--- src/rtl/contador_regressivo_pkg.sv ---
// Shared types for the countdown timer and the alarm controller: FSM states,
// BCD digit type and small BCD helpers.
package contador_regressivo_pkg;

  typedef logic [3:0] bcd_t;

  typedef enum logic [1:0] {
    ST_IDLE,
    ST_RUN,
    ST_HOLD,
    ST_DONE
  } state_t;

  localparam bcd_t BCD_MAX = 4'd9;

  function automatic bcd_t bcd_clamp(input bcd_t d);
    return (d > BCD_MAX) ? BCD_MAX : d;
  endfunction

  function automatic logic [6:0] bcd_value(input bcd_t t, input bcd_t u);
    return 7'(t) * 7'd10 + 7'(u);
  endfunction

endpackage

--- src/rtl/bcd_digit_dec.sv ---
// One decade of a BCD down counter: parallel load, decrement with 0 -> 9 wrap,
// and a borrow flag for the next more-significant digit.
module bcd_digit_dec
  import contador_regressivo_pkg::*;
#(
  parameter bcd_t RST_VAL = 4'd0
) (
  input  logic       clk,
  input  logic       clear_n,
  input  logic       en,
  input  logic       load,
  input  logic [3:0] d,
  output logic [3:0] q,
  output logic [3:0] nxt,
  output logic       borrow
);

  bcd_t q_q, q_d;

  always_comb begin
    q_d = q_q;
    if (load) begin
      q_d = d;
    end else if (en) begin
      q_d = (q_q == 4'd0) ? BCD_MAX : q_q - 4'd1;
    end
  end

  always_ff @(posedge clk or negedge clear_n) begin
    if (!clear_n) begin
      q_q <= RST_VAL;
    end else begin
      q_q <= q_d;
    end
  end

  assign q      = q_q;
  assign nxt    = q_d;
  assign borrow = en && (q_q == 4'd0);

endmodule

--- src/rtl/contador_regressivo.sv ---
// Two-digit BCD countdown timer for the exit/entry delay: preset registers,
// IDLE/RUN/HOLD/DONE control, expiry pulse and final-seconds warning.
module contador_regressivo
  import contador_regressivo_pkg::*;
#(
  parameter bcd_t        DEF_TENS  = 4'd3,
  parameter bcd_t        DEF_UNITS = 4'd0,
  parameter int unsigned WARN_LIM  = 5
) (
  input  logic       clk,
  input  logic       clear_n,
  input  logic       tick,
  input  logic       load,
  input  logic [3:0] preset_tens,
  input  logic [3:0] preset_units,
  input  logic       start,
  input  logic       pause,
  input  logic       cancel,
  output logic [3:0] tens,
  output logic [3:0] units,
  output logic       running,
  output logic       expired,
  output logic       done,
  output logic       warn
);

  state_t state_q, state_d;
  bcd_t   pt_q, pt_d, pu_q, pu_d;
  logic   done_q, done_d, warn_q, warn_d;

  logic   ld_fsm, ld;
  bcd_t   ld_t_fsm, ld_u_fsm, ld_t, ld_u;
  logic   tick_en, u_borrow, t_borrow;
  bcd_t   tens_q, units_q, tens_nxt, units_nxt;
  bcd_t   pt_in, pu_in;
  logic   count_one, preset_zero_q;

  assign pt_in         = bcd_clamp(preset_tens);
  assign pu_in         = bcd_clamp(preset_units);
  assign count_one     = (tens_q == 4'd0) && (units_q == 4'd1);
  assign preset_zero_q = (pt_q == 4'd0) && (pu_q == 4'd0);
  assign tick_en       = (state_q == ST_RUN) && tick && !cancel && !pause;

  always_comb begin
    state_d  = state_q;
    pt_d     = pt_q;
    pu_d     = pu_q;
    ld_fsm   = 1'b0;
    ld_t_fsm = pt_q;
    ld_u_fsm = pu_q;
    done_d   = 1'b0;
    case (state_q)
      ST_IDLE: begin
        if (load) begin
          pt_d     = pt_in;
          pu_d     = pu_in;
          ld_fsm   = 1'b1;
          ld_t_fsm = pt_in;
          ld_u_fsm = pu_in;
        end
        // A coincident load is honoured, so start sees the freshly loaded preset.
        if (!cancel && !pause && start) begin
          if ((pt_d == 4'd0) && (pu_d == 4'd0)) begin
            state_d = ST_DONE;
            done_d  = 1'b1;
          end else begin
            state_d = ST_RUN;
          end
        end
      end
      ST_RUN: begin
        if (cancel) begin
          state_d = ST_IDLE;
          ld_fsm  = 1'b1;
        end else if (pause) begin
          state_d = ST_HOLD;
        end else if (tick_en && count_one) begin
          state_d = ST_DONE;
          done_d  = 1'b1;
        end
      end
      ST_HOLD: begin
        if (cancel) begin
          state_d = ST_IDLE;
          ld_fsm  = 1'b1;
        end else if (!pause && start) begin
          state_d = ST_RUN;
        end
      end
      ST_DONE: begin
        if (cancel) begin
          state_d = ST_IDLE;
          ld_fsm  = 1'b1;
        end else if (!pause && start) begin
          ld_fsm = 1'b1;
          if (preset_zero_q) begin
            done_d = 1'b1;
          end else begin
            state_d = ST_RUN;
          end
        end
      end
      default: state_d = ST_IDLE;
    endcase
  end

  // A tens borrow means a tick hit 00; pin the count there instead of wrapping to 99.
  always_comb begin
    ld   = ld_fsm || t_borrow;
    ld_t = t_borrow ? 4'd0 : ld_t_fsm;
    ld_u = t_borrow ? 4'd0 : ld_u_fsm;
  end

  always_comb begin
    warn_d = (state_d == ST_RUN) && ({tens_nxt, units_nxt} != 8'd0) &&
             (bcd_value(tens_nxt, units_nxt) <= 7'(WARN_LIM));
  end

  bcd_digit_dec #(.RST_VAL(DEF_UNITS)) u_units (
    .clk    (clk),
    .clear_n(clear_n),
    .en     (tick_en),
    .load   (ld),
    .d      (ld_u),
    .q      (units_q),
    .nxt    (units_nxt),
    .borrow (u_borrow)
  );

  bcd_digit_dec #(.RST_VAL(DEF_TENS)) u_tens (
    .clk    (clk),
    .clear_n(clear_n),
    .en     (u_borrow),
    .load   (ld),
    .d      (ld_t),
    .q      (tens_q),
    .nxt    (tens_nxt),
    .borrow (t_borrow)
  );

  always_ff @(posedge clk or negedge clear_n) begin
    if (!clear_n) begin
      state_q <= ST_IDLE;
      pt_q    <= DEF_TENS;
      pu_q    <= DEF_UNITS;
      done_q  <= 1'b0;
      warn_q  <= 1'b0;
    end else begin
      state_q <= state_d;
      pt_q    <= pt_d;
      pu_q    <= pu_d;
      done_q  <= done_d;
      warn_q  <= warn_d;
    end
  end

  assign tens    = tens_q;
  assign units   = units_q;
  assign running = (state_q == ST_RUN);
  assign expired = (state_q == ST_DONE);
  assign done    = done_q;
  assign warn    = warn_q;

endmodule

--- config.mk ---
export PLATFORM = sky130hd
export DESIGN_NAME = contador_regressivo
export DESIGN_NICKNAME = d
export VERILOG_FILES = /design/src/rtl/contador_regressivo_pkg.sv /design/src/rtl/bcd_digit_dec.sv /design/src/rtl/contador_regressivo.sv
export SDC_FILE = /design/constraint.sdc
export NUM_CORES = 1
export LEC_CHECK = 0
export ABC_AREA = 1
export CAP_MARGIN = 10
export CELL_PAD_IN_SITES_DETAIL_PLACEMENT = 1
export CELL_PAD_IN_SITES_GLOBAL_PLACEMENT = 1
export CORE_AREA = 4 4 83 85
export CTS_CLUSTER_DIAMETER = 80
export DETAILED_ROUTE_END_ITERATION = 8
export DIE_AREA = 0 0 87 89
export GPL_TIMING_DRIVEN = 0
export PLACE_DENSITY = 0.73
export SYNTH_ARGS = -nofsm -noshare
export SYNTH_HDL_FRONTEND = slang
export SYNTH_SLANG_ARGS = --single-unit
--- constraint.sdc ---
create_clock -name clk -period 7.75 [get_ports clk]
set_input_delay 1.55 -clock clk [delete_from_list [all_inputs] [get_ports clk]]
set_output_delay 1.55 -clock clk [all_outputs]
set_load 0.01 [all_outputs]
==> flow_summary.yaml, run 1 <==
synthesis:
  synth.avg_cell_area_um2: 6.768
  synth_xor_area_share_pct: 1.961
  synth-simple-area-share_pct: 41.81
  synthesis.area_mm2: 0.001787
  synth.area.mux_share_pct: 0
  synth_compound_area_share_pct: 9.384
  syn_nets: 292
  syn_inst: 264
  ys_warn_count: 0
  synth_cell_types: 27
  synth_top_family_by_area: "simple AND/OR/NAND/NOR gates"
  yosys.area_share.adder_pct: 9.944
  synth_top_area_share_pct: 22.41
  synthFlopType: "dfrtp_1"
  synth_seq_cells: 20
  synth_top_cell_by_area: "dfrtp_1"
  yosys-top-cells-area: "dfrtp_1, nand2_1, ha_1"
  synth-seq-area-share_pct: 28.29
  synth-edff-count: 0
  synthArstFlopShare_pct: 100.0
die:
  die_area_mm2: 0.007743
  start_util_pct: 28.80
  fp-row-count: 29
  core_area_mm2: 0.006205
  die_w_um: 87
  chipHeight_um: 89
  io_pins: 27
grt:
  grt_overflow: 0
  grt_pass1_wl_um: 8176
  grt_max_degree: 21
  grt_pass1_vias: 1735
  grtUsageTotal_pct: 13.32
  antenna_found_initial: 0
power:
  power_leakage_uw: 0.001105
  ir_worst_vdd_v: 0.0001338
  powerDensity_mw_per_mm2: 439.8
route:
  wirelength_um: 4782
  route.detailed.drc: 0
  wl_per_cell_um: 12.89
  ant_nets: 0
  drt_pass1_iterations: 4
  vias_per_cell: 4.582
  first_iter_violations: 35
  num_vias: 1700
worst_setup_path:
  cp_max_fo: 8
  critPathArrivalTime_ns: 4.66
  r2r_start: "state_q[1]"
  r2r_setup_slack_ns: 4.22
  start_kind: "input pin"
  crit_type: "in2reg"
  r2r_cells: 21
  required_ns: 7.94
  worstSetupEndpointType: "register"
  r2r_end: "warn"
hold_path:
  holdPathEnd: "pt_q[1]"
  hold_depth: 2
  hp-start: "pt_q[1]"
  hold_path.class: "reg2reg"
timing:
  finalCriticalPeriod_ns: 4.462
  max_slew_margin_pct: 34.21
  skew_ns: 0.003282
  finalMaxSlewViolations: 0
  hold_ws_ns: 0.5918
  timing.setup.tns_ns: 0
  period_share_pct: 57.57
  hold_viol: 0
  max_slew.worst_pin.slew_ns: 0.9838
  max_freq_mhz: 224.1
  rsz0062_at_grt: "no"
  setup_viol: 0
cts:
  hold_buffers: 0
  path_clk_slew_ns: 0.08
  cts_setup_buffers: 0
  clock_path_buffers: 2
  numCtsBuffers: 3
  tritoncts: "yes"
  cts_sinks: 20
  clockRootBuffer: "clkbuf_8"
  clock_latency_ns: 0.27
  ctsHtreeMaxLevel: 1
  cts.repair.resized: 0
placed_design:
  finalWeightedCongestion: 0.7954
  place_hpwl_um: 4021
  io_buffers: 26
finish:
  layout-drive-gt1-share_pct: 13.95
  diodes: 0
  fillCellCount: 783
  syn2layout_area_growth_pct: 23.95
  nNetsFinal: 323
run_status:
  status: "completed"
run:
  max_cap_violations: 0
## cells in the mapped netlist (4+ instances only)
cell type  instances
nor2_1            29
inv_2              4
ha_1              11
o21ai_0           19
nor2_2             5
nand2_4            4
nand2_2           11
nand3_1           18
dfstp_2            4
dfrtp_1           16
inv_1             33
nand2_1           78
a21oi_1            7
## registers in the layout, summed over array words and instances (netlist names)
name       flops
u_units.q      4
state_q        2
u_tens.q       4
warn           1
pu_q           4
pt_q           4
done           1
## worst max-delay path: stages
cell and delay, ns:
clkdlybuf4s50_1 0.49, nor2_1 0.21, nand2_2 0.14, nor2_8 0.15, nand2_2 0.06, nand2_2 0.06, inv_2 0.07, nand2_1 0.08
nand2_2 0.10, ha_1 0.31, ha_1 0.19, inv_1 0.06, fa_1 0.45, nor2_1 0.15, xor2_1 0.24, nor2_2 0.07
nor2_2 0.08, nand3_1 0.07, nor2_1 0.11
## cells in the final DEF, fill, tap and decap left out, drive strengths merged, types with 3 or more instances in the layout
cell type / Yosys / final
dfrtp: 16 / 16
nand3: 19 / 19
clkdlybuf4s50: 0 / 26
dfstp: 4 / 4
a21oi: 7 / 7
nand2: 93 / 93
o21ai: 22 / 22
inv: 37 / 37
ha: 11 / 11
nor2: 38 / 38
nand4: 3 / 3
clkbuf: 0 / 3
## worst max path at each step
| stage | to | start | slack (ns) | cells after the start |
|---|---|---|---|---|
| floorplan | warn | cancel | 3.89 | 18 |
| global placement | warn | cancel | 3.00 | 19 |
| detailed placement | warn | cancel | 3.00 | 19 |
| CTS | warn | cancel | 3.25 | 19 |
| global route | warn | cancel | 3.01 | 19 |
| finish | warn | cancel | 3.29 | 19 |
## cell type report
type / count / area (um2) / area share [%]
clock buffer: 3 / 41.29 / 1.864
tap: 77 / 96.34 / 4.350
timing repair buffer: 26 / 260.3 / 11.75
sequential: 20 / 505.5 / 22.82
multi-input combinational: 205 / 1127 / 50.90
clock inverter: 1 / 30.03 / 1.356
buffer: 2 / 15.01 / 0.6780
inverter: 37 / 138.9 / 6.271
## where the power goes
part,internal [uW],switching (uW)
Clock,69.0,38.8
Combinational,256,408
Sequential,160,43.1
## metal layers
metal / vias up / global-route usage, % / part of all wire [%]
met4: 0 / 3.399 / 0.90
met3: 4 / 1.198 / 2.5
met2: 15 / 23.81 / 50
met1: 797 / 17.25 / 47
met5: - / 0 / 0
li1: 884 / - / -
## through the flow
stage / area (um2) / power [uW] / cells / util [%] / worst slack (ns)
final: 2215 / 974.0 / 371 / 35.69 / 3.288
after global routing: 2215 / 1086 / 371 / 35.69 / 3.013
after CTS: 2215 / 991.0 / 371 / 35.69 / 3.247
after detailed placement: 2143 / 880.3 / 367 / 34.54 / 2.996
after global placement: 2143 / 849.7 / 367 / 34.54 / 3.005
after floorplan: 1787 / 675.9 / 264 / - / 3.885
## cells by family after synthesis
| group | Yosys count |
|---|---|
| buffers and inverters | 39 |
| DFF | 20 |
| and+or+nand+nor | 156 |
| AOI/OAI and AO/OA | 32 |
| xor gates and xnor gates | 4 |
| adders and majority gates | 13 |
(Power assumes the default switching activity.)
==> inputs of run 2 (changes only) <==
--- a/config.mk
+++ b/config.mk
@@ -14,7 +14,7 @@
 export DETAILED_ROUTE_END_ITERATION = 8
 export DIE_AREA = 0 0 87 89
 export GPL_TIMING_DRIVEN = 0
-export PLACE_DENSITY = 0.73
+export PLACE_DENSITY = 0.75
 export SYNTH_ARGS = -nofsm -noshare
 export SYNTH_HDL_FRONTEND = slang
 export SYNTH_SLANG_ARGS = --single-unit
==> constraint.sdc (replaced) <==
create_clock -name clk -period 4.1 [get_ports clk]
set_input_delay 0.82 -clock clk [delete_from_list [all_inputs] [get_ports clk]]
set_output_delay 0.82 -clock clk [all_outputs]
set_load 0.01 [all_outputs]
==> flow_summary.yaml, run 2 (same netlist as run 1, synthesis figures left out) <==
run_status:
  status: "completed"
grt:
  antenna_found_initial: 0
  grt_max_degree: 21
  grtUsageTotal_pct: 13.19
  grt_overflow: 0
  grt_pass1_wl_um: 8114
  grt_pass1_vias: 1717
route:
  num_vias: 1716
  drt_pass1_iterations: 4
  vias_per_cell: 4.625
  first_iter_violations: 46
  route.detailed.drc: 0
  wl_per_cell_um: 12.71
  ant_nets: 0
  wirelength_um: 4716
timing:
  max_slew.worst_pin.slew_ns: 0.9976
  rsz0062_at_grt: "no"
  timing.setup.tns_ns: 0
  skew_ns: 0.001933
  max_freq_mhz: 264.9
  setup_viol: 0
  finalCriticalPeriod_ns: 3.775
  max_slew_margin_pct: 33.28
  finalMaxSlewViolations: 0
  period_share_pct: 92.07
  hold_viol: 0
placed_design:
  finalWeightedCongestion: 0.7923
  placed_cell_area_mm2: 0.002143
  place_hpwl_um: 4016
  io_buffers: 26
cts:
  clock_latency_ns: 0.26
  clock_path_buffers: 2
  path_clk_slew_ns: 0.08
  clockRootBuffer: "clkbuf_8"
  cts.repair.resized: 0
  hold_buffers: 0
  ctsHtreeMaxLevel: 1
  tritoncts: "yes"
  numCtsBuffers: 3
  cts_setup_buffers: 0
  cts_sinks: 20
hold_path:
  hold_path.class: "reg2reg"
  hp-start: "pt_q[1]"
  hold_depth: 2
  holdPathEnd: "pt_q[1]"
worst_setup_path:
  r2r_cells: 21
  required_ns: 4.28
  r2r_end: "warn"
  worstSetupEndpointType: "register"
  crit_type: "in2reg"
  start_kind: "input pin"
  r2r_setup_slack_ns: 0.58
  r2r_start: "state_q[1]"
  critPathArrivalTime_ns: 3.96
  startpoint: "cancel"
  cp_max_fo: 8
die:
  die_area_mm2: 0.007743
  die_w_um: 87
  core_area_mm2: 0.006205
  start_util_pct: 28.80
  io_pins: 27
  chipHeight_um: 89
  fp-row-count: 29
finish:
  final_cell_mix: "nand2_1, inv_1, nor2_1"
  nNetsFinal: 323
  layout_commonest_cell: "nand2_1"
  syn2layout_area_growth_pct: 22.48
  diodes: 0
  layout-drive-gt1-share_pct: 13.61
  finish.instance_area_mm2: 0.002188
power:
  power_leakage_uw: 0.001092
  powerDensity_mw_per_mm2: 804.7
  p_total_uw: 1761
  ir_worst_vdd_v: 0.0002545
run:
  max_cap_violations: 0
## run 2: critical path, cell delays in order
cell             delay [ns]
clkdlybuf4s50_1        0.50
nor2_1                 0.23
nand2_2                0.14
nor2_8                 0.14
nand2_2                0.06
nand2_2                0.06
inv_2                  0.07
nand2_1                0.08
nand2_2                0.10
ha_1                   0.31
ha_1                   0.19
inv_1                  0.06
fa_1                   0.45
nor2_1                 0.14
xor2_1                 0.24
nor2_2                 0.07
nor2_2                 0.08
nand3_1                0.07
nor2_1                 0.13
## run 2: how the worst max path moves through the flow
stage | endpoint | slack [ns]
floorplan | warn | 0.97
CTS | warn | 0.27
detailed placement | warn | 0.02
global route | warn | 0.07
finish | warn | 0.33
global placement | warn | 0.1
## run 2: layer usage
layer  vias to the layer above  wire length [um]  GRT usage (%)
met5                         -                 0              0
met4                         0                44          3.399
met3                         5               133          2.028
met2                        18              2330          23.26
met1                       809              2207          16.80
li1                        884                 -              -
## run 2: final cells by class
type                    count  area [um2]
plain buffers               2       15.01
clock buffers               4       45.04
fillers                   806        4016
inverters                  37       138.9
multi-input cells         205        1127
flip-flops and latches     20       505.5
well taps                  77       96.34
repair buffers             26       260.3
## run 2: where the power goes
group,internal [uW],leakage [uW],switching (uW),total (uW)
clock network,69.3,0.0000228,68.2,137
registers,302,0.000244,78.6,380
logic,483,0.000825,760,1240
## run 2: metrics by stage
| step | hold slack [ns] | util (%) | worst slack [ns] | cells |
|---|---|---|---|---|
| 2_1_floorplan | 0.4911 | - | 0.9653 | 264 |
| 3_3_place_gp | 0.5784 | 34.54 | 0.09955 | 367 |
| 3_5_place_dp | 0.5795 | 34.54 | 0.01911 | 367 |
| 4_1_cts | 0.6122 | 35.27 | 0.2658 | 371 |
| 5_1_grt | 0.6469 | 35.27 | 0.06710 | 371 |
| 6_report | 0.5995 | 35.27 | 0.3252 | 371 |
